==> src/rtl/dp_pkg.sv <==
// Shared types and constants for the DP segment-selection stage.
// The overflow mode (DP_SATURATE_EN) is applied inside dp_sat_add3, not here.
package dp_pkg;

    typedef enum logic [1:0] {
        IDLE  = 2'd0,
        ACCUM = 2'd1,
        WRITE = 2'd2
    } dp_state_e;

    localparam int DP_BIT_WIDTH = 32;
    localparam logic signed [DP_BIT_WIDTH-1:0] COST_MAX = {1'b0, {(DP_BIT_WIDTH-1){1'b1}}};
    localparam logic signed [DP_BIT_WIDTH-1:0] COST_MIN = {1'b1, {(DP_BIT_WIDTH-1){1'b0}}};

    // Cycles from cost_rd_addr being driven to cost_rd_data being usable.
    localparam int COST_RD_LAT = 2;

endpackage

==> src/rtl/dp_sat_add3.sv <==
// Combinational three-operand signed add.
// DP_SATURATE_EN defined: the result is clamped to the W-bit range; otherwise it wraps.
module dp_sat_add3 #(
    parameter int W = 32
) (
    input  logic signed [W-1:0] a_in,
    input  logic signed [W-1:0] b_in,
    input  logic signed [W-1:0] c_in,
    output logic signed [W-1:0] sum_out
);

`ifdef DP_SATURATE_EN
    localparam logic signed [W+1:0] MAX_EXT = {3'b000, {(W-1){1'b1}}};
    localparam logic signed [W+1:0] MIN_EXT = {3'b111, {(W-1){1'b0}}};

    logic signed [W+1:0] full;

    always_comb begin
        // Two guard bits hold the worst case of three W-bit operands.
        full = {{2{a_in[W-1]}}, a_in} + {{2{b_in[W-1]}}, b_in} + {{2{c_in[W-1]}}, c_in};
        if (full > MAX_EXT) begin
            sum_out = {1'b0, {(W-1){1'b1}}};
        end else if (full < MIN_EXT) begin
            sum_out = {1'b1, {(W-1){1'b0}}};
        end else begin
            sum_out = full[W-1:0];
        end
    end
`else
    always_comb begin
        sum_out = a_in + b_in + c_in;
    end
`endif

endmodule

==> src/rtl/dp_segment_select.sv <==
// DP selection stage: cost[i] = min over j of cost[j-1] + E_min(j,i) + SEG_PENALTY, with argmin j.
// Overflow behaviour of the sum is selected by DP_SATURATE_EN (clamp) versus default (wrap).
module dp_segment_select
    import dp_pkg::*;
#(
    parameter int BIT_WIDTH = DP_BIT_WIDTH,
    parameter int I = 160,
    parameter logic signed [BIT_WIDTH-1:0] SEG_PENALTY = '0,
    localparam int IW = $clog2(I)
) (
    input  logic                        clk_in,
    input  logic                        rst_in,
    input  logic                        start_in,
    input  logic [IW-1:0]               i_in,
    input  logic                        emin_valid_in,
    input  logic [IW-1:0]               j_in,
    input  logic signed [BIT_WIDTH-1:0] emin_in,
    output logic [IW-1:0]               cost_rd_addr,
    input  logic signed [BIT_WIDTH-1:0] cost_rd_data,
    output logic                        cost_wr_en,
    output logic [IW-1:0]               cost_wr_addr,
    output logic signed [BIT_WIDTH-1:0] cost_wr_data,
    output logic [IW-1:0]               bp_wr_data,
    output logic                        done_out,
    output logic                        busy_out,
    output logic                        error_out
);

    localparam int P = COST_RD_LAT + 1;
    localparam logic signed [BIT_WIDTH-1:0] BEST_INIT = {1'b0, {(BIT_WIDTH-1){1'b1}}};

    dp_state_e state_q, state_d;
    logic [IW-1:0] i_q, i_d, best_j_q, best_j_d, rd_addr_q, rd_addr_d;
    logic [IW:0] exp_j_q, exp_j_d;
    logic signed [BIT_WIDTH-1:0] best_cost_q, best_cost_d;
    logic error_q, error_d, busy_q, busy_d, done_q, done_d;

    logic p_valid_q [P], p_valid_d [P];
    logic p_j0_q [P], p_j0_d [P];
    logic p_last_q [P], p_last_d [P];
    logic [IW-1:0] p_j_q [P], p_j_d [P];
    logic signed [BIT_WIDTH-1:0] p_emin_q [P], p_emin_d [P];

    logic cand_valid_q, cand_valid_d, cand_last_q, cand_last_d;
    logic [IW-1:0] cand_j_q, cand_j_d;
    logic signed [BIT_WIDTH-1:0] cand_q, cand_d;

    logic accept;
    logic signed [BIT_WIDTH-1:0] cost_term, sum;

    // Sample stream has no ready: a sample is taken on emin_valid_in only in ACCUM and only
    // when it carries the next expected j (<= i); anything else is dropped and flags error_out.
    assign accept = (state_q == ACCUM) && emin_valid_in &&
                    ({1'b0, j_in} == exp_j_q) && (j_in <= i_q);

    assign cost_term = p_j0_q[P-1] ? '0 : cost_rd_data;

    dp_sat_add3 #(.W(BIT_WIDTH)) u_add (
        .a_in    (cost_term),
        .b_in    (p_emin_q[P-1]),
        .c_in    (SEG_PENALTY),
        .sum_out (sum)
    );

    always_comb begin
        p_valid_d[0] = accept;
        p_j_d[0]     = j_in;
        p_emin_d[0]  = emin_in;
        p_j0_d[0]    = (j_in == '0);
        p_last_d[0]  = (j_in == i_q);
        for (int k = 1; k < P; k++) begin
            p_valid_d[k] = p_valid_q[k-1];
            p_j_d[k]     = p_j_q[k-1];
            p_emin_d[k]  = p_emin_q[k-1];
            p_j0_d[k]    = p_j0_q[k-1];
            p_last_d[k]  = p_last_q[k-1];
        end
        cand_valid_d = p_valid_q[P-1];
        cand_j_d     = p_j_q[P-1];
        cand_last_d  = p_last_q[P-1];
        cand_d       = sum;
    end

    always_comb begin
        state_d     = state_q;
        i_d         = i_q;
        exp_j_d     = exp_j_q;
        best_cost_d = best_cost_q;
        best_j_d    = best_j_q;
        rd_addr_d   = rd_addr_q;
        error_d     = error_q;
        busy_d      = busy_q;
        done_d      = 1'b0;
        case (state_q)
            IDLE: begin
                if (start_in) begin
                    state_d     = ACCUM;
                    i_d         = i_in;
                    exp_j_d     = '0;
                    best_cost_d = BEST_INIT;
                    best_j_d    = '0;
                    error_d     = 1'b0;
                    busy_d      = 1'b1;
                end
            end
            ACCUM: begin
                if (accept) begin
                    exp_j_d   = exp_j_q + 1'b1;
                    rd_addr_d = (j_in == '0) ? '0 : j_in - 1'b1;
                end else if (emin_valid_in) begin
                    error_d = 1'b1;
                end
                // Strict less-than keeps the earliest j on ties.
                if (cand_valid_q && (cand_q < best_cost_q)) begin
                    best_cost_d = cand_q;
                    best_j_d    = cand_j_q;
                end
                if (cand_valid_q && cand_last_q) begin
                    state_d = WRITE;
                    done_d  = 1'b1;
                end
            end
            WRITE: begin
                state_d = IDLE;
                busy_d  = 1'b0;
            end
            default: begin
                state_d = IDLE;
                busy_d  = 1'b0;
            end
        endcase
    end

    always_ff @(posedge clk_in) begin
        if (rst_in) begin
            state_q      <= IDLE;
            i_q          <= '0;
            exp_j_q      <= '0;
            best_cost_q  <= '0;
            best_j_q     <= '0;
            rd_addr_q    <= '0;
            error_q      <= 1'b0;
            busy_q       <= 1'b0;
            done_q       <= 1'b0;
            cand_valid_q <= 1'b0;
            cand_last_q  <= 1'b0;
            cand_j_q     <= '0;
            cand_q       <= '0;
            for (int k = 0; k < P; k++) begin
                p_valid_q[k] <= 1'b0;
                p_j0_q[k]    <= 1'b0;
                p_last_q[k]  <= 1'b0;
                p_j_q[k]     <= '0;
                p_emin_q[k]  <= '0;
            end
        end else begin
            state_q      <= state_d;
            i_q          <= i_d;
            exp_j_q      <= exp_j_d;
            best_cost_q  <= best_cost_d;
            best_j_q     <= best_j_d;
            rd_addr_q    <= rd_addr_d;
            error_q      <= error_d;
            busy_q       <= busy_d;
            done_q       <= done_d;
            cand_valid_q <= cand_valid_d;
            cand_last_q  <= cand_last_d;
            cand_j_q     <= cand_j_d;
            cand_q       <= cand_d;
            for (int k = 0; k < P; k++) begin
                p_valid_q[k] <= p_valid_d[k];
                p_j0_q[k]    <= p_j0_d[k];
                p_last_q[k]  <= p_last_d[k];
                p_j_q[k]     <= p_j_d[k];
                p_emin_q[k]  <= p_emin_d[k];
            end
        end
    end

    assign cost_rd_addr = rd_addr_q;
    assign cost_wr_en   = done_q;
    assign done_out     = done_q;
    assign cost_wr_addr = i_q;
    assign cost_wr_data = best_cost_q;
    assign bp_wr_data   = best_j_q;
    assign busy_out     = busy_q;
    assign error_out    = error_q;

endmodule

==> config.mk <==
export PLATFORM = sky130hd
export DESIGN_NAME = dp_segment_select
export DESIGN_NICKNAME = d
export VERILOG_FILES = /design/src/rtl/dp_pkg.sv /design/src/rtl/dp_sat_add3.sv /design/src/rtl/dp_segment_select.sv
export SDC_FILE = /design/constraint.sdc
export NUM_CORES = 1
export LEC_CHECK = 0
export BUFFER_PORTS_ARGS = -buffer_cell sky130_fd_sc_hd__buf_4
export CORE_ASPECT_RATIO = 1.4
export CORE_UTILIZATION = 62
export DETAILED_ROUTE_END_ITERATION = 8
export PLACE_DENSITY = 0.85
export RECOVER_POWER = 50
export SKIP_CTS_REPAIR_TIMING = 1
export SYNTH_ARGS = -nofsm -noshare
export SYNTH_HDL_FRONTEND = slang
export SYNTH_SLANG_ARGS = --single-unit
export TNS_END_PERCENT = 20
==> constraint.sdc <==
create_clock -name clk_in -period 6 [get_ports clk_in]
set_clock_uncertainty 0.05 [all_clocks]
set_input_delay 0.3 -clock clk_in [delete_from_list [all_inputs] [get_ports clk_in]]
set_output_delay 0.3 -clock clk_in [all_outputs]
set_load 0.01 [all_outputs]
## After elaboration in Yosys (flattened, before gate mapping)

Memory sizes are Yosys's and may differ from the RTL's. A register that Yosys moved wholly into a read port is not among the register bits.
Index checks and enable logic that the tools add are counted.
W data, S select, Z words.

- Add/sub/neg operators: 3
- Order comparisons: 2
- Equality and inequality tests: 9
- Muxes and demuxes: 39
- Bitwise logic cells: 16
- Reduce and logical (&&, ||, !) cells: 16

Operators by type and width:

| cell | count |
|---|---|
| $mux W32 | 6 |
| $pmux W32 S2 | 1 |
| $mux W8 | 6 |
| $add A32 B32 Y32 | 1 |
| $lt A32 B32 Y1 | 1 |
| $mux W9 | 2 |
| $pmux W9 S2 | 1 |
| $mux W1 | 17 |
| $pmux W8 S2 | 1 |
| $or A1 B1 Y1 | 15 |
| $add A9 B1 Y9 const B | 1 |
| $eq A8 B9 Y1 | 1 |
| $eq A8 B8 Y1 | 1 |
| $le A8 B8 Y1 | 1 |
| $logic_not A8 Y1 | 1 |
| $ne A2 B2 Y1 const B | 4 |
| $reduce_and A2 Y1 | 4 |
| $sub A8 B1 Y8 const B | 1 |
| $reduce_and A3 Y1 | 2 |
| $logic_and A1 B1 Y1 | 5 |
| $mux W2 | 2 |
| $ne A2 B1 Y1 const B | 2 |
| $pmux W1 S2 | 2 |
| $pmux W2 S2 | 1 |
| 6 further kinds | 6 |

- Bits in registers: 102
- Bits in writable memories: 129
- Input bits: 84
- Output and inout port bits: 60
- Word-level logic and storage cells: 100
- Memories kept: 5

Memory list:

| name | depth | bits a word | rd ports | clocked after memory_dff | wr ports | RTL line | source |
|---|---|---|---|---|---|---|---|
| p_emin_q | 3 | 32 | 3 | 0 | 3 | dp_segment_select.sv:42 | `logic signed [BIT_WIDTH-1:0] p_emin_q [P], p_emin_d [P];` |
| p_j_q | 3 | 8 | 3 | 1 | 3 | dp_segment_select.sv:41 | `logic [IW-1:0] p_j_q [P], p_j_d [P];` |
| p_j0_q | 3 | 1 | 3 | 0 | 3 | dp_segment_select.sv:39 | `logic p_j0_q [P], p_j0_d [P];` |
| p_last_q | 3 | 1 | 3 | 1 | 3 | dp_segment_select.sv:40 | `logic p_last_q [P], p_last_d [P];` |
| p_valid_q | 3 | 1 | 3 | 1 | 3 | dp_segment_select.sv:38 | `logic p_valid_q [P], p_valid_d [P];` |

## Depth between registers and ports, before layout

Gate-level depths: netlist of run 1.

- Depth after elaboration: 6
- Gate-level depth with buffers: 13

## Hierarchy

From an unflattened synthesis of run 1, not the netlist that was laid out.

- Cells, all modules: 1128
- Area total of the unflattened synthesis: 11041.8 µm²

Modules (own cells, without submodules):

| module | times used | cells an instance | area each (µm²) | seq. area each (µm²) |
|---|---|---|---|---|
| dp_segment_select | 1 | 849 | 8638.3 | 4824.6 |
| dp_sat_add3 | 1 | 279 | 2403.6 | 0.0 |

## Worst setup path before layout of run 1

No wires, ideal clock.

- Kind: flip-flop to flip-flop
- Start point: mem p_j0_q[2][0] (netlist: p_j0_q[0][2])
- End point: reg cand_q[20]
- Data arrival time: 2868 ps
- Path slack: 2961 ps
- Stages on the path, launching flop included: 14
- Clock period less this slack: 3039 ps
- Path through: dfxtp_1 clkbuf_1 nor2b_1 ha_1 fa_1 a21oi_1 o211ai_1 nand2_1 and2_1 o21a_1 o21bai_1 a21o_1 a311oi_1 mux2_2

RTL lines:

| what | RTL line | source |
|---|---|---|
| from (decl) | dp_segment_select.sv:39 |  |
| to (signal assigned) | dp_segment_select.sv:169 | `cand_q <= cand_d;` |
| to (decl) | dp_segment_select.sv:46 | `logic signed [BIT_WIDTH-1:0] cand_q, cand_d;` |

## Worst setup path in the final report of run 1

- Start point: in rst_in
- End point: reg cand_q[5]

RTL lines:

| what | RTL line | source |
|---|---|---|
| from (decl) | dp_segment_select.sv:12 | `input logic rst_in,` |

No word-level cell between the ends.

==> results of run 1 <==
[layout make-up]
type / instances / area (um^2)
multi-input combinational: 741 / 5120
sequential: 241 / 4820
fill: 1132 / 3890
timing repair buffer: 183 / 1220
clock buffer: 32 / 669
tap: 199 / 249
inverter: 49 / 184
clock inverter: 10 / 87.6
[through the flow]
stage / area (um^2) / setup slack (ns) / cells / hold WS, ns
after detailed placement: 11500 / 2.56 / 1382 / 0.370
after global placement: 11500 / 2.63 / 1382 / 0.367
after floorplan: 10300 / 2.96 / 1085 / 0.364
final: 12300 / 1.76 / 1455 / -0.0127
after CTS: 12300 / 2.53 / 1424 / -0.0701
after global routing: 12300 / 1.38 / 1455 / -0.0121
[power by group through the flow]
stage | registers, uW | clock network (uW) | logic, uW
floorplan | 1760 | 0 | 278
global placement | 1760 | 0 | 429
detailed placement | 1760 | 0 | 441
CTS | 1720 | 1440 | 445
global route | 1730 | 1510 | 496
finish | 1730 | 1420 | 444
[cell usage after synthesis, types with 13 or more instances]
| library cell | number | share of area, % |
|---|---|---|
| sky130_fd_sc_hd__dfxtp_1 | 241 | 47 |
| sky130_fd_sc_hd__nor2b_1 | 178 | 11 |
| sky130_fd_sc_hd__nor2_1 | 103 | 3.7 |
| sky130_fd_sc_hd__ha_1 | 73 | 8.8 |
| sky130_fd_sc_hd__a21oi_1 | 55 | 2.7 |
| sky130_fd_sc_hd__inv_1 | 49 | 1.8 |
| sky130_fd_sc_hd__nand2_1 | 45 | 1.6 |
| sky130_fd_sc_hd__clkbuf_1 | 44 | 1.6 |
| sky130_fd_sc_hd__a211oi_1 | 33 | 2.4 |
| sky130_fd_sc_hd__a2111oi_0 | 31 | 2.6 |
| sky130_fd_sc_hd__a21o_1 | 25 | 1.8 |
| sky130_fd_sc_hd__xor2_1 | 21 | 1.8 |
| sky130_fd_sc_hd__xnor2_1 | 18 | 1.5 |
| sky130_fd_sc_hd__o21ai_0 | 13 | 0.63 |
[metal layers]
metal | vias to the layer above | wire length [um] | part of all wire (%) | GRT usage [%]
li1 | 4030 | - | - | -
met1 | 3736 | 9530 | 42 | 29.4
met2 | 208 | 11400 | 51 | 44.5
met3 | 41 | 1010 | 4.5 | 2.90
met4 | 0 | 599 | 2.7 | 10.4
met5 | - | 0 | 0 | 0
[worst reg2reg max path, cell delays in order, from the launching register on]
cell	delay (ns)
sky130_fd_sc_hd__dfxtp_1	0.77
sky130_fd_sc_hd__nor2b_1	0.13
sky130_fd_sc_hd__ha_1	0.25
sky130_fd_sc_hd__fa_1	0.42
sky130_fd_sc_hd__a21oi_1	0.23
sky130_fd_sc_hd__o211ai_1	0.13
sky130_fd_sc_hd__nand2_1	0.11
sky130_fd_sc_hd__and2_1	0.18
sky130_fd_sc_hd__o21a_1	0.17
sky130_fd_sc_hd__o21bai_1	0.07
sky130_fd_sc_hd__a21o_1	0.22
sky130_fd_sc_hd__a311oi_1	0.29
sky130_fd_sc_hd__mux2_2	0.36
[cell families (layout without fill, tap and decap cells)]
logic type / after synthesis / in the layout / synth area share, %
fa+ha+maj: 74 / 74 / 9.04
buf+inv: 103 / 274 / 3.84
mux: 12 / 12 / 1.25
simple gates: 410 / 410 / 21.5
xor+xnor: 39 / 39 / 3.31
compound gates: 206 / 206 / 14.4
flops: 241 / 241 / 46.7
[path summary, 6_finish.rpt]
check,depth (start not counted),to
worst min register to register,1,p_emin_q[0][75]
worst max register to register,12,cand_q[20]
worst min-delay path,2,p_emin_q[0][28]
worst max-delay path,3,cand_q[5]
[cell usage in the layout (no fill, tap or decap), types with 6 or more instances in the layout]
| cell | n |
|---|---|
| sky130_fd_sc_hd__nand2b_1 | 6 |
| sky130_fd_sc_hd__nor2b_1 | 178 |
| sky130_fd_sc_hd__or3_1 | 7 |
| sky130_fd_sc_hd__nor3_1 | 10 |
| sky130_fd_sc_hd__ha_1 | 73 |
| sky130_fd_sc_hd__nor2_1 | 103 |
| sky130_fd_sc_hd__nand2_1 | 45 |
| sky130_fd_sc_hd__buf_4 | 89 |
| sky130_fd_sc_hd__a21o_1 | 25 |
| sky130_fd_sc_hd__o21ai_0 | 13 |
| sky130_fd_sc_hd__clkbuf_1 | 65 |
| sky130_fd_sc_hd__and2_1 | 11 |
| sky130_fd_sc_hd__clkbuf_8 | 6 |
| sky130_fd_sc_hd__dlygate4sd3_1 | 31 |
| sky130_fd_sc_hd__clkbuf_16 | 23 |
| sky130_fd_sc_hd__inv_1 | 49 |
| sky130_fd_sc_hd__nand3_1 | 11 |
| sky130_fd_sc_hd__o22a_1 | 9 |
| sky130_fd_sc_hd__o211ai_1 | 8 |
| sky130_fd_sc_hd__a21oi_1 | 55 |
| sky130_fd_sc_hd__a2111oi_0 | 31 |
| sky130_fd_sc_hd__xor2_1 | 21 |
| sky130_fd_sc_hd__o21a_1 | 7 |
| sky130_fd_sc_hd__a211oi_1 | 33 |
| sky130_fd_sc_hd__mux2i_1 | 8 |
| sky130_fd_sc_hd__xnor2_1 | 18 |
| sky130_fd_sc_hd__dfxtp_1 | 241 |
| sky130_fd_sc_hd__nand4_1 | 10 |
[state kept, by name, summed over array words and instances (netlist names)]
name / cells
p_j0_q: 3
cost_wr_addr: 8
p_j_q: 24
p_emin_q: 96
error_out: 1
bp_wr_data: 8
p_last_q: 3
cost_rd_addr: 8
cost_wr_data: 32
cand_last_q: 1
cand_q: 32
state_q: 2
cand_j_q: 8
cand_valid_q: 1
busy_out: 1
exp_j_q: 9
cost_wr_en: 1
p_valid_q: 3
==> load_flow_metrics.sql, run 1 <==
INSERT INTO impl_metrics (metric_group, metric, value, unit) VALUES
('logic_synthesis', 'synthesis.area', '10300', 'um^2'),
('status', 'run_status', 'complete, but fails checks', ''),
('logic_synthesis', 'yosys_warnings', '0', ''),
('detailed_routing', 'post_drt_via_cell_ratio', '5.51', ''),
('logic_synthesis', 'count_of_flip_flops_with_a_built_in_enable_after_synthesis', '0', ''),
('setup_path', 'critical_path.endpoint_type', 'flip-flop', ''),
('detailed_routing', 'detail_route.drc_violations', '10', ''),
('final_layout', 'layout.core_utilization', '76.0', '%'),
('placement', 'detailed_place_hpwl', '14700', 'um'),
('worst_hold_path', 'hold_path.class', 'in -> reg', ''),
('logic_synthesis', 'synth.ff_latch_count', '241', ''),
('cts', 'tritoncts.num_buffers', '23', ''),
('detailed_routing', 'post_drt_antenna_nets', '0', ''),
('sta', 'timing_hold_violations_final', '1', ''),
('floorplanning', 'floorplan.initialDensity', '63.6', '%'),
('sta', 'finalCriticalPeriod', '4.24', 'ns'),
('global_route', 'number_of_antenna_violations_at_the_first_check_in_global_routing', '0', ''),
('setup_path', 'worstSetupStartpoint', 'rst_in', ''),
('sta', 'max_slew.worst_pin.slew', '3.07', 'ns'),
('cts', 'cts_num_sinks', '241', ''),
('cts', 'clock_path_buffers', '3', ''),
('detailed_routing', 'routedWlPerCell', '15.5', 'um'),
('setup_path', 'regToRegSetupSlack', '2.53', 'ns'),
('cts', 'clkSlewWorstSetupHoldPaths', '0.06', 'ns'),
('setup_path', 'cp_common_cell', 'sky130_fd_sc_hd__clkbuf_1', ''),
('pwr', 'power.static_leakage', '0.00525', 'uW'),
('detailed_routing', 'drt-total-wl', '22600', 'um'),
('setup_path', 'crit_chain', 'clkbuf_1 > clkbuf_1 > nor2_1', ''),
('detailed_routing', 'route.vias.total', '8015', ''),
('floorplanning', 'floorplan.rows', '55', ''),
('floorplanning', 'die_w', '111', 'um'),
('global_route', 'global_route_wire_length_before_repair', '34900', 'um'),
('logic_synthesis', 'yosysUniqueCellTypes', '59', ''),
('global_route', 'grt_start_max_net_pins', '109', ''),
('floorplanning', 'top_level_ports', '144', ''),
('sta', 'timing.final.setup_violations', '0', ''),
('logic_synthesis', 'synth_nets', '1243', ''),
('sta', 'timing_max_transition_violations_final', '238', ''),
('floorplanning', 'chipHeight', '155', 'um'),
('pwr', 'share_clk_of_total_power', '39.5', '%'),
('pwr', 'intPower', '2710', 'uW'),
('pwr', 'power_density', '291', 'nW/um^2'),
('worst_hold_path', 'timing.hold.worst.start', 'emin_in[28]', ''),
('logic_synthesis', 'ys_seq_area_share', '46.7', '%'),
('pwr', 'combinationalPowerShare', '12.4', '%'),
('global_route', 'groute.usage.overall', '24.6', '%'),
('detailed_routing', 'dr.first_iter.drc_count', '458', ''),
('pwr', 'p_sw', '874', 'uW'),
('cts', 'cts_htree_levels', '1', ''),
('global_route', 'first_global_vias', '7530', ''),
('sta', 'hold-worst-slack', '-0.0127', 'ns'),
('setup_path', 'crit_path_start_kind', 'input pin', ''),
('placement', 'count_of_buffers_from_port_buffering', '143', ''),
('final_layout', 'area_growth', '19.6', '%'),
('final_layout', 'nets', '1397', ''),
('setup_path', 'r2r-start', 'p_j0_q[0][2]', ''),
('floorplanning', 'core_area', '16200', 'um^2'),
('cts', 'cts_tree', 'done', ''),
('setup_path', 'crit_slowest_cell', 'sky130_fd_sc_hd__clkbuf_1', ''),
('status', 'failed_checks', 'design-rule violations, negative hold slack, max-capacitance violations, max-slew violations', ''),
('placement', 'place.gp.congestion', '0.873', ''),
('pwr', 'power.ir.vdd_worst', '0.279', 'mV'),
('detailed_routing', 'first_pass_iters', '7', ''),
('sta', 'max_clock_freq', '0.236', 'GHz'),
('floorplanning', 'die_footprint', '17200', 'um^2'),
('final_layout', 'share_of_final_layout_standard_cells_stronger_than_drive_strength_1', '12.0', '%'),
('pwr', 'p_sw_share', '24.4', '%'),
('flow_run', 'number_of_max_cap_violations', '3', ''),
('logic_synthesis', 'syn_avg_cell_area', '9.52', 'um^2'),
('pwr', 'power.sequential.fraction', '48.1', '%'),
('logic_synthesis', 'async_sr_flop_fraction', '0', '%');
(Power assumes the default switching activity.)
==> inputs of run 2 (changes only) <==
--- a/config.mk
+++ b/config.mk
@@ -7,9 +7,9 @@
 export LEC_CHECK = 0
 export BUFFER_PORTS_ARGS = -buffer_cell sky130_fd_sc_hd__buf_4
 export CORE_ASPECT_RATIO = 1.4
-export CORE_UTILIZATION = 62
+export CORE_UTILIZATION = 52
 export DETAILED_ROUTE_END_ITERATION = 8
-export PLACE_DENSITY = 0.85
+export PLACE_DENSITY = 0.76
 export RECOVER_POWER = 50
 export SKIP_CTS_REPAIR_TIMING = 1
 export SYNTH_ARGS = -nofsm -noshare
==> constraint.sdc (replaced) <==
create_clock -name clk_in -period 3.85 [get_ports clk_in]
set_clock_uncertainty 0.05 [all_clocks]
set_input_delay 0.1925 -clock clk_in [delete_from_list [all_inputs] [get_ports clk_in]]
set_output_delay 0.1925 -clock clk_in [all_outputs]
set_load 0.01 [all_outputs]
==> run 2 against run 1 <==
Via count shrank 2.1%. Critical path depth grew 10. Non-clock buffer count increased by 16. Core utilization down 10 points. Highest routed layer unchanged. Cell area grew 2.9%. Power increased by 66%. Sequential power up 55%. Largest power group unchanged. Combinational power rose by 58%. Worst hold slack lost 0.042 ns. Worst setup slack lost 1.1 ns. Register-to-register slack got worse by 1.9 ns. The run ends with negative hold slack, max-capacitance violations, max-slew violations left. Sequential cell count unchanged.
==> load_flow_metrics.sql, run 2 (synthesized netlist as in run 1, its figures left out) <==
INSERT INTO impl_metrics (metric_group, metric, value, unit) VALUES
('status', 'run_status', 'complete, but fails checks', ''),
('status', 'failed_checks', 'negative hold slack, max-capacitance violations, max-slew violations', ''),
('sta', 'layout_setup_ws', '0.631', 'ns'),
('floorplanning', 'chipHeight', '169', 'um'),
('floorplanning', 'floorplan.initialDensity', '53.3', '%'),
('setup_path', 'critical_path.endpoint_type', 'flip-flop', ''),
('flow_run', 'number_of_max_cap_violations', '3', ''),
('cts', 'tritoncts.num_buffers', '24', ''),
('cts', 'cts_tree', 'done', ''),
('final_layout', 'layout_commonest_cell', 'sky130_fd_sc_hd__dfxtp_1', ''),
('placement', 'place.gp.congestion', '0.859', ''),
('sta', 'timing_hold_violations_final', '1', ''),
('final_layout', 'layout.cells.most_common_list', 'sky130_fd_sc_hd__dfxtp_1, sky130_fd_sc_hd__nor2b_1, sky130_fd_sc_hd__nor2_1, sky130_fd_sc_hd__buf_4, sky130_fd_sc_hd__ha_1', ''),
('global_route', 'groute.usage.overall', '20.3', '%'),
('sta', 'rsz0062_at_grt', 'no', ''),
('cts', 'clockRootBuffer', 'sky130_fd_sc_hd__clkbuf_16', ''),
('final_layout', 'top_register', 'p_emin_q', ''),
('detailed_routing', 'routedWlPerCell', '14.2', 'um'),
('setup_path', 'crit_path_start_kind', 'flip-flop', ''),
('final_layout', 'n_fill_cell', '1608', ''),
('cts', 'clkSlewWorstSetupHoldPaths', '0.07', 'ns'),
('detailed_routing', 'detail_route.drc_violations', '0', ''),
('detailed_routing', 'route.vias.total', '7844', ''),
('floorplanning', 'die_w', '121', 'um'),
('cts', 'cts_num_sinks', '241', ''),
('final_layout', 'combined_area_of_the_multi_input_logic_cells', '5120', 'um^2'),
('global_route', 'grt_start_max_net_pins', '89', ''),
('detailed_routing', 'post_drt_via_cell_ratio', '5.15', ''),
('sta', 'timing_max_transition_violations_final', '188', ''),
('placement', 'detailed_place.area', '11600', 'um^2'),
('detailed_routing', 'drt-total-wl', '21500', 'um'),
('setup_path', 'r2r-start', 'p_j0_q[0][2]', ''),
('detailed_routing', 'post_drt_antenna_nets', '0', ''),
('global_route', 'grt.met1_usage', '23.3', '%'),
('sta', 'fin_setup_tns', '0', 'ns'),
('setup_path', 'cp-endpoint', 'cand_q[20]', ''),
('pwr', 'total_power', '5950', 'uW'),
('detailed_routing', 'first_pass_iters', '4', ''),
('placement', 'detailed_place_hpwl', '14700', 'um'),
('setup_path', 'worstPathArrival', '3.57', 'ns'),
('global_route', 'grt_util_met3', '3.00', '%'),
('sta', 'min_period_over_period', '83.6', '%'),
('final_layout', 'share_of_final_layout_standard_cells_stronger_than_drive_strength_1', '11.8', '%'),
('setup_path', 'crit_fanout', '32', ''),
('sta', 'hold-worst-slack', '-0.0545', 'ns'),
('setup_path', 'crit_required', '4.20', 'ns'),
('global_route', 'first_global_vias', '7301', ''),
('detailed_routing', 'dr.first_iter.drc_count', '321', ''),
('placement', 'count_of_buffers_from_port_buffering', '143', ''),
('floorplanning', 'die_footprint', '20400', 'um^2'),
('setup_path', 'reg2reg_depth', '13', ''),
('sta', 'max_clock_freq', '0.311', 'GHz'),
('floorplanning', 'top_level_ports', '144', ''),
('sta', 'normalized_max_slew_margin', '-83.5', '%'),
('cts', 'insertion_delay', '0.51', 'ns'),
('pwr', 'power.ir.vdd_worst', '0.434', 'mV'),
('global_route', 'grt_util_met2', '37.7', '%'),
('final_layout', 'layout.area.seq', '4820', 'um^2'),
('cts', 'clock_path_buffers', '3', ''),
('setup_path', 'worst_r2r_endpoint', 'cand_q[20]', ''),
('setup_path', 'worstSetupStartpoint', 'p_j0_q[0][2]', ''),
('final_layout', 'nets', '1414', ''),
('floorplanning', 'floorplan.rows', '60', ''),
('pwr', 'power_density', '469', 'nW/um^2'),
('final_layout', 'layout.core_utilization', '65.6', '%'),
('final_layout', 'largest_register_ffs', '96', ''),
('sta', 'finalCriticalPeriod', '3.22', 'ns'),
('worst_hold_path', 'hold_path.class', 'in -> reg', ''),
('global_route', 'global_route_wire_length_before_repair', '33900', 'um'),
('placement', 'place_worst_setup_slack', '0.642', 'ns'),
('floorplanning', 'core_area', '19400', 'um^2'),
('global_route', 'number_of_antenna_violations_at_the_first_check_in_global_routing', '0', ''),
('final_layout', 'finish.instance_area', '12700', 'um^2'),
('pwr', 'power.static_leakage', '0.00538', 'uW'),
('setup_path', 'regToRegSetupSlack', '0.63', 'ns'),
('final_layout', 'antenna_cells_inserted', '0', ''),
('worst_hold_path', 'min_path_cells', '3', ''),
('sta', 'max_slew.worst_pin.slew', '2.75', 'ns'),
('cts', 'cts_htree_levels', '1', ''),
('setup_path', 'critPathKind', 'reg -> reg', ''),
('final_layout', 'area_growth', '23.0', '%'),
('sta', 'timing.final.setup_violations', '0', ''),
('global_route', 'global_route.overflow_total', '0', ''),
('global_route', 'grt-busiest-layer', 'met2', '');
run 2: how the worst min path moves through the flow:
stage                startpoint         endpoint
floorplan            emin_in[0]   p_emin_q[0][0]
global placement    emin_in[15]  p_emin_q[0][15]
detailed placement   emin_in[2]   p_emin_q[0][2]
CTS                 emin_in[29]  p_emin_q[0][29]
global route           start_in         busy_out
finish                 start_in         busy_out
run 2: metal layers:
layer | up-vias | part of all wire [%]
li1 | 4056 | -
met1 | 3590 | 42
met2 | 156 | 52
met3 | 42 | 3.8
met4 | 0 | 2.6
met5 | - | 0
run 2: final cells by class:
| cell class | count | area share (%) |
|---|---|---|
| Multi-Input combinational cell | 741 | 40.3 |
| Timing Repair Buffer | 199 | 10.8 |
| Clock inverter | 14 | 1.69 |
| Sequential cell | 241 | 38.0 |
| Tap cell | 248 | 2.44 |
| Inverter | 49 | 1.45 |
| Clock buffer | 30 | 5.39 |
run 2: report_power, final:
| part | total [uW] | internal [uW] | switching (uW) |
|---|---|---|---|
| clock network | 2570 | 1610 | 961 |
| registers | 2690 | 2620 | 66.6 |
| logic | 700 | 333 | 367 |
| total | 5950 | 4560 | 1390 |
run 2: per-stage QoR:
| stage | hold WS (ns) | std cells |
|---|---|---|
| after floorplan | 0.271 | 1085 |
| after global placement | 0.354 | 1432 |
| after detailed placement | 0.357 | 1432 |
| after CTS | -0.174 | 1476 |
| after global routing | 0.0184 | 1522 |
| final | -0.0545 | 1522 |
run 2: worst max-delay path: stages (launching register included):
cell and delay [ns]:
sky130_fd_sc_hd__dfxtp_1 0.30, sky130_fd_sc_hd__buf_4 0.30, sky130_fd_sc_hd__nor2b_1 0.09, sky130_fd_sc_hd__ha_1 0.22
sky130_fd_sc_hd__fa_1 0.42, sky130_fd_sc_hd__a21oi_1 0.20, sky130_fd_sc_hd__o211ai_1 0.12, sky130_fd_sc_hd__nand2_1 0.11
sky130_fd_sc_hd__and2_1 0.15, sky130_fd_sc_hd__o21a_1 0.17, sky130_fd_sc_hd__o21bai_1 0.07, sky130_fd_sc_hd__a21o_1 0.22
sky130_fd_sc_hd__a311oi_1 0.31, sky130_fd_sc_hd__mux2_2 0.37
==> inputs of run 3 (changes only) <==
--- a/config.mk
+++ b/config.mk
@@ -7,9 +7,9 @@
 export LEC_CHECK = 0
 export BUFFER_PORTS_ARGS = -buffer_cell sky130_fd_sc_hd__buf_4
 export CORE_ASPECT_RATIO = 1.4
-export CORE_UTILIZATION = 52
+export CORE_UTILIZATION = 57
 export DETAILED_ROUTE_END_ITERATION = 8
-export PLACE_DENSITY = 0.76
+export PLACE_DENSITY = 0.79
 export RECOVER_POWER = 50
 export SKIP_CTS_REPAIR_TIMING = 1
 export SYNTH_ARGS = -nofsm -noshare
==> constraint.sdc (replaced) <==
create_clock -name clk_in -period 3.4 [get_ports clk_in]
set_clock_uncertainty 0.05 [all_clocks]
set_input_delay 0.17 -clock clk_in [delete_from_list [all_inputs] [get_ports clk_in]]
set_output_delay 0.17 -clock clk_in [all_outputs]
set_load 0.01 [all_outputs]
==> run 3 against run 2 <==
The run ends with max-capacitance violations, max-slew violations left. Clock power barely moved. First-iteration DRC count up 8.7%. Cell count fell by 0.53%. Die area down 8.7%. Sequential share of layout area down 0.060 points. Sequential power up 13%. Critical endpoint unchanged.
==> load_flow_metrics.sql, run 3 (synthesized netlist as in run 1, its figures left out) <==
INSERT INTO impl_metrics (metric_group, metric, value, unit) VALUES
('setup_path', 'critPathKind', 'reg -> reg', ''),
('pwr', 'p_sw', '1560', 'uW'),
('pwr', 'p_sw_share', '24.3', '%'),
('sta', 'fin_setup_tns', '0', 'ns'),
('final_layout', 'layout_commonest_cell', 'sky130_fd_sc_hd__dfxtp_1', ''),
('sta', 'timing_hold_violations_final', '0', ''),
('cts', 'cts_tree', 'done', ''),
('detailed_routing', 'post_drt_via_cell_ratio', '5.29', ''),
('cts', 'clockRootBuffer', 'sky130_fd_sc_hd__clkbuf_16', ''),
('global_route', 'global_route_wire_length_before_repair', '34600', 'um'),
('global_route', 'groute.usage.overall', '22.9', '%'),
('final_layout', 'final_cells', '1514', ''),
('final_layout', 'layout.cells.most_common_list', 'sky130_fd_sc_hd__dfxtp_1, sky130_fd_sc_hd__nor2b_1, sky130_fd_sc_hd__buf_4, sky130_fd_sc_hd__nor2_1, sky130_fd_sc_hd__ha_1', ''),
('sta', 'min_period_over_period', '90.8', '%'),
('detailed_routing', 'post_drt_antenna_nets', '0', ''),
('pwr', 'share_clk_of_total_power', '39.9', '%'),
('worst_hold_path', 'hold_path.class', 'in -> reg', ''),
('floorplanning', 'top_level_ports', '144', ''),
('floorplanning', 'floorplan.initialDensity', '58.9', '%'),
('placement', 'detailed_place_hpwl', '14900', 'um'),
('sta', 'normalized_max_slew_margin', '-52.7', '%'),
('detailed_routing', 'detail_route.drc_violations', '0', ''),
('final_layout', 'top_register', 'p_emin_q', ''),
('setup_path', 'crit_path_start_kind', 'flip-flop', ''),
('detailed_routing', 'route.vias.total', '8012', ''),
('cts', 'clock_path_buffers', '3', ''),
('final_layout', 'share_of_final_layout_standard_cells_stronger_than_drive_strength_1', '13.8', '%'),
('placement', 'place.gp.congestion', '0.861', ''),
('status', 'failed_checks', 'max-capacitance violations, max-slew violations', ''),
('floorplanning', 'core_area', '17500', 'um^2'),
('pwr', 'intPower', '4860', 'uW'),
('placement', 'place_worst_setup_slack', '0.403', 'ns'),
('final_layout', 'area_growth', '23.2', '%'),
('floorplanning', 'floorplan.rows', '57', ''),
('flow_run', 'number_of_max_cap_violations', '1', ''),
('placement', 'place_inst', '1424', ''),
('sta', 'finalCriticalPeriod', '3.09', 'ns'),
('setup_path', 'crit_chain', 'buf_4 > nor2b_1 > ha_1 > a21oi_1 > o221ai_1 > a21oi_1 > and2_1 > o21a_1 > o21bai_1 > a21o_1 > a311oi_1 > mux2_2', ''),
('global_route', 'number_of_antenna_violations_at_the_first_check_in_global_routing', '0', ''),
('floorplanning', 'die_w', '116', 'um'),
('setup_path', 'worstPathArrival', '3.42', 'ns'),
('setup_path', 'cp.buffers_inverters', '1', ''),
('sta', 'max_slew.worst_pin.slew', '2.29', 'ns'),
('setup_path', 'regToRegSetupSlack', '0.31', 'ns'),
('placement', 'count_of_buffers_from_port_buffering', '143', ''),
('pwr', 'power.ir.vdd_worst', '0.410', 'mV'),
('sta', 'rsz0062_at_grt', 'no', ''),
('global_route', 'first_global_vias', '7328', ''),
('setup_path', 'crit_slowest_cell', 'sky130_fd_sc_hd__mux2_2', ''),
('pwr', 'power.static_leakage', '0.00544', 'uW'),
('sta', 'layout_setup_ws', '0.313', 'ns'),
('pwr', 'combinationalPowerShare', '12.7', '%'),
('floorplanning', 'chipHeight', '161', 'um'),
('cts', 'insertion_delay', '0.51', 'ns'),
('final_layout', 'largest_register_ffs', '96', ''),
('detailed_routing', 'routedWlPerCell', '14.8', 'um'),
('setup_path', 'worst_r2r_endpoint', 'cand_q[20]', ''),
('sta', 'timing_max_transition_violations_final', '125', ''),
('worst_hold_path', 'timing.hold.worst.start', 'emin_valid_in', ''),
('global_route', 'global_route.overflow_total', '0', ''),
('setup_path', 'timing.critical_path.depth', '12', ''),
('setup_path', 'critical_path.endpoint_type', 'flip-flop', ''),
('detailed_routing', 'drt-total-wl', '22400', 'um'),
('status', 'run_status', 'complete, but fails checks', ''),
('detailed_routing', 'dr.first_iter.drc_count', '349', ''),
('setup_path', 'critical_path.top_delay_family', 'compound AO/OA/AOI/OAI gates', ''),
('setup_path', 'reg2reg_depth', '12', ''),
('pwr', 'power_density', '505', 'nW/um^2'),
('final_layout', 'nets', '1420', ''),
('cts', 'clkSlewWorstSetupHoldPaths', '0.07', 'ns'),
('cts', 'cts_htree_levels', '1', ''),
('cts', 'tritoncts.num_buffers', '23', ''),
('cts', 'cts_num_sinks', '241', ''),
('setup_path', 'worstSetupStartpoint', 'p_j0_q[0][2]', ''),
('setup_path', 'cp-endpoint', 'cand_q[20]', ''),
('global_route', 'grt_start_max_net_pins', '125', ''),
('setup_path', 'crit_fanout', '12', ''),
('pwr', 'power.sequential.fraction', '47.4', '%'),
('setup_path', 'cp_common_cell', 'sky130_fd_sc_hd__a21oi_1', ''),
('setup_path', 'r2r-start', 'p_j0_q[0][2]', ''),
('final_layout', 'antenna_cells_inserted', '0', ''),
('setup_path', 'critPathMaxStageDelay', '0.37', 'ns'),
('sta', 'max_clock_freq', '0.324', 'GHz'),
('setup_path', 'crit_required', '3.74', 'ns'),
('detailed_routing', 'first_pass_iters', '5', ''),
('sta', 'timing.final.setup_violations', '0', ''),
('floorplanning', 'die_footprint', '18700', 'um^2');
## run 3: changes by cell type in the layout (fill, tap and decap cells not counted), sizes merged, moves of 2 or more
cell	delta
buf	+31
bufinv	-3
dlygate4sd3	+3
clkbuf	-27
clkinvlp	+2
inv	-3
## run 3: how the worst min path moves through the flow
stage	cells past startpoint	slack (ns)	to
global route	4	0.05	p_valid_q[0]
finish	5	0.0007	error_out
detailed placement	2	0.33	p_emin_q[0][4]
global placement	2	0.33	p_emin_q[0][16]
CTS	2	-0.19	p_emin_q[0][28]
floorplan	1	0.25	p_emin_q[0][0]
## run 3: final cells by class
| type | count | area [um^2] |
|---|---|---|
| Clock buffer | 30 | 642 |
| Tap cell | 236 | 295 |
| Fill cell | 1352 | 4820 |
| Multi-Input combinational cell | 741 | 5120 |
| Timing Repair Buffer | 206 | 1530 |
| Sequential cell | 241 | 4820 |
| Inverter | 49 | 184 |
| Clock inverter | 11 | 135 |
## run 3: worst register-to-register path, stage by stage (launching register included)
cell                       delay (ns)
sky130_fd_sc_hd__dfxtp_1         0.35
sky130_fd_sc_hd__buf_4           0.20
sky130_fd_sc_hd__nor2b_1         0.07
sky130_fd_sc_hd__ha_1            0.36
sky130_fd_sc_hd__a21oi_1         0.17
sky130_fd_sc_hd__o221ai_1        0.13
sky130_fd_sc_hd__a21oi_1         0.30
sky130_fd_sc_hd__and2_1          0.21
sky130_fd_sc_hd__o21a_1          0.17
sky130_fd_sc_hd__o21bai_1        0.07
sky130_fd_sc_hd__a21o_1          0.21
sky130_fd_sc_hd__a311oi_1        0.32
sky130_fd_sc_hd__mux2_2          0.37
## run 3: power groups by stage
| stage | Clock, uW | Sequential (uW) | Combinational, uW |
|---|---|---|---|
| floorplan | 0 | 3100 | 491 |
| global placement | 0 | 3100 | 768 |
| detailed placement | 0 | 3110 | 784 |
| CTS | 2610 | 3040 | 791 |
| global route | 2750 | 3060 | 916 |
| finish | 2560 | 3040 | 819 |
## run 3: per-layer routing
| layer | vias up | GRT usage (%) | wire length (um) |
|---|---|---|---|
| met2 | 188 | 40.5 | 11500 |
| li1 | 4072 | - | - |
| met5 | - | 0 | 0 |
| met4 | 0 | 7.34 | 500 |
| met1 | 3720 | 28.2 | 9520 |
| met3 | 32 | 3.26 | 925 |
## run 3: metrics by stage
| step | area [um^2] | power, uW | utilization (%) | hold slack [ns] |
|---|---|---|---|---|
| floorplan | 10300 | 3590 | - | 0.248 |
| global placement | 11600 | 3870 | 66.2 | 0.331 |
| detailed placement | 11600 | 3890 | 66.2 | 0.334 |
| CTS | 12400 | 6450 | 70.6 | -0.194 |
| global route | 12700 | 6720 | 72.5 | 0.0495 |
| finish | 12700 | 6430 | 72.5 | 0.000693 |
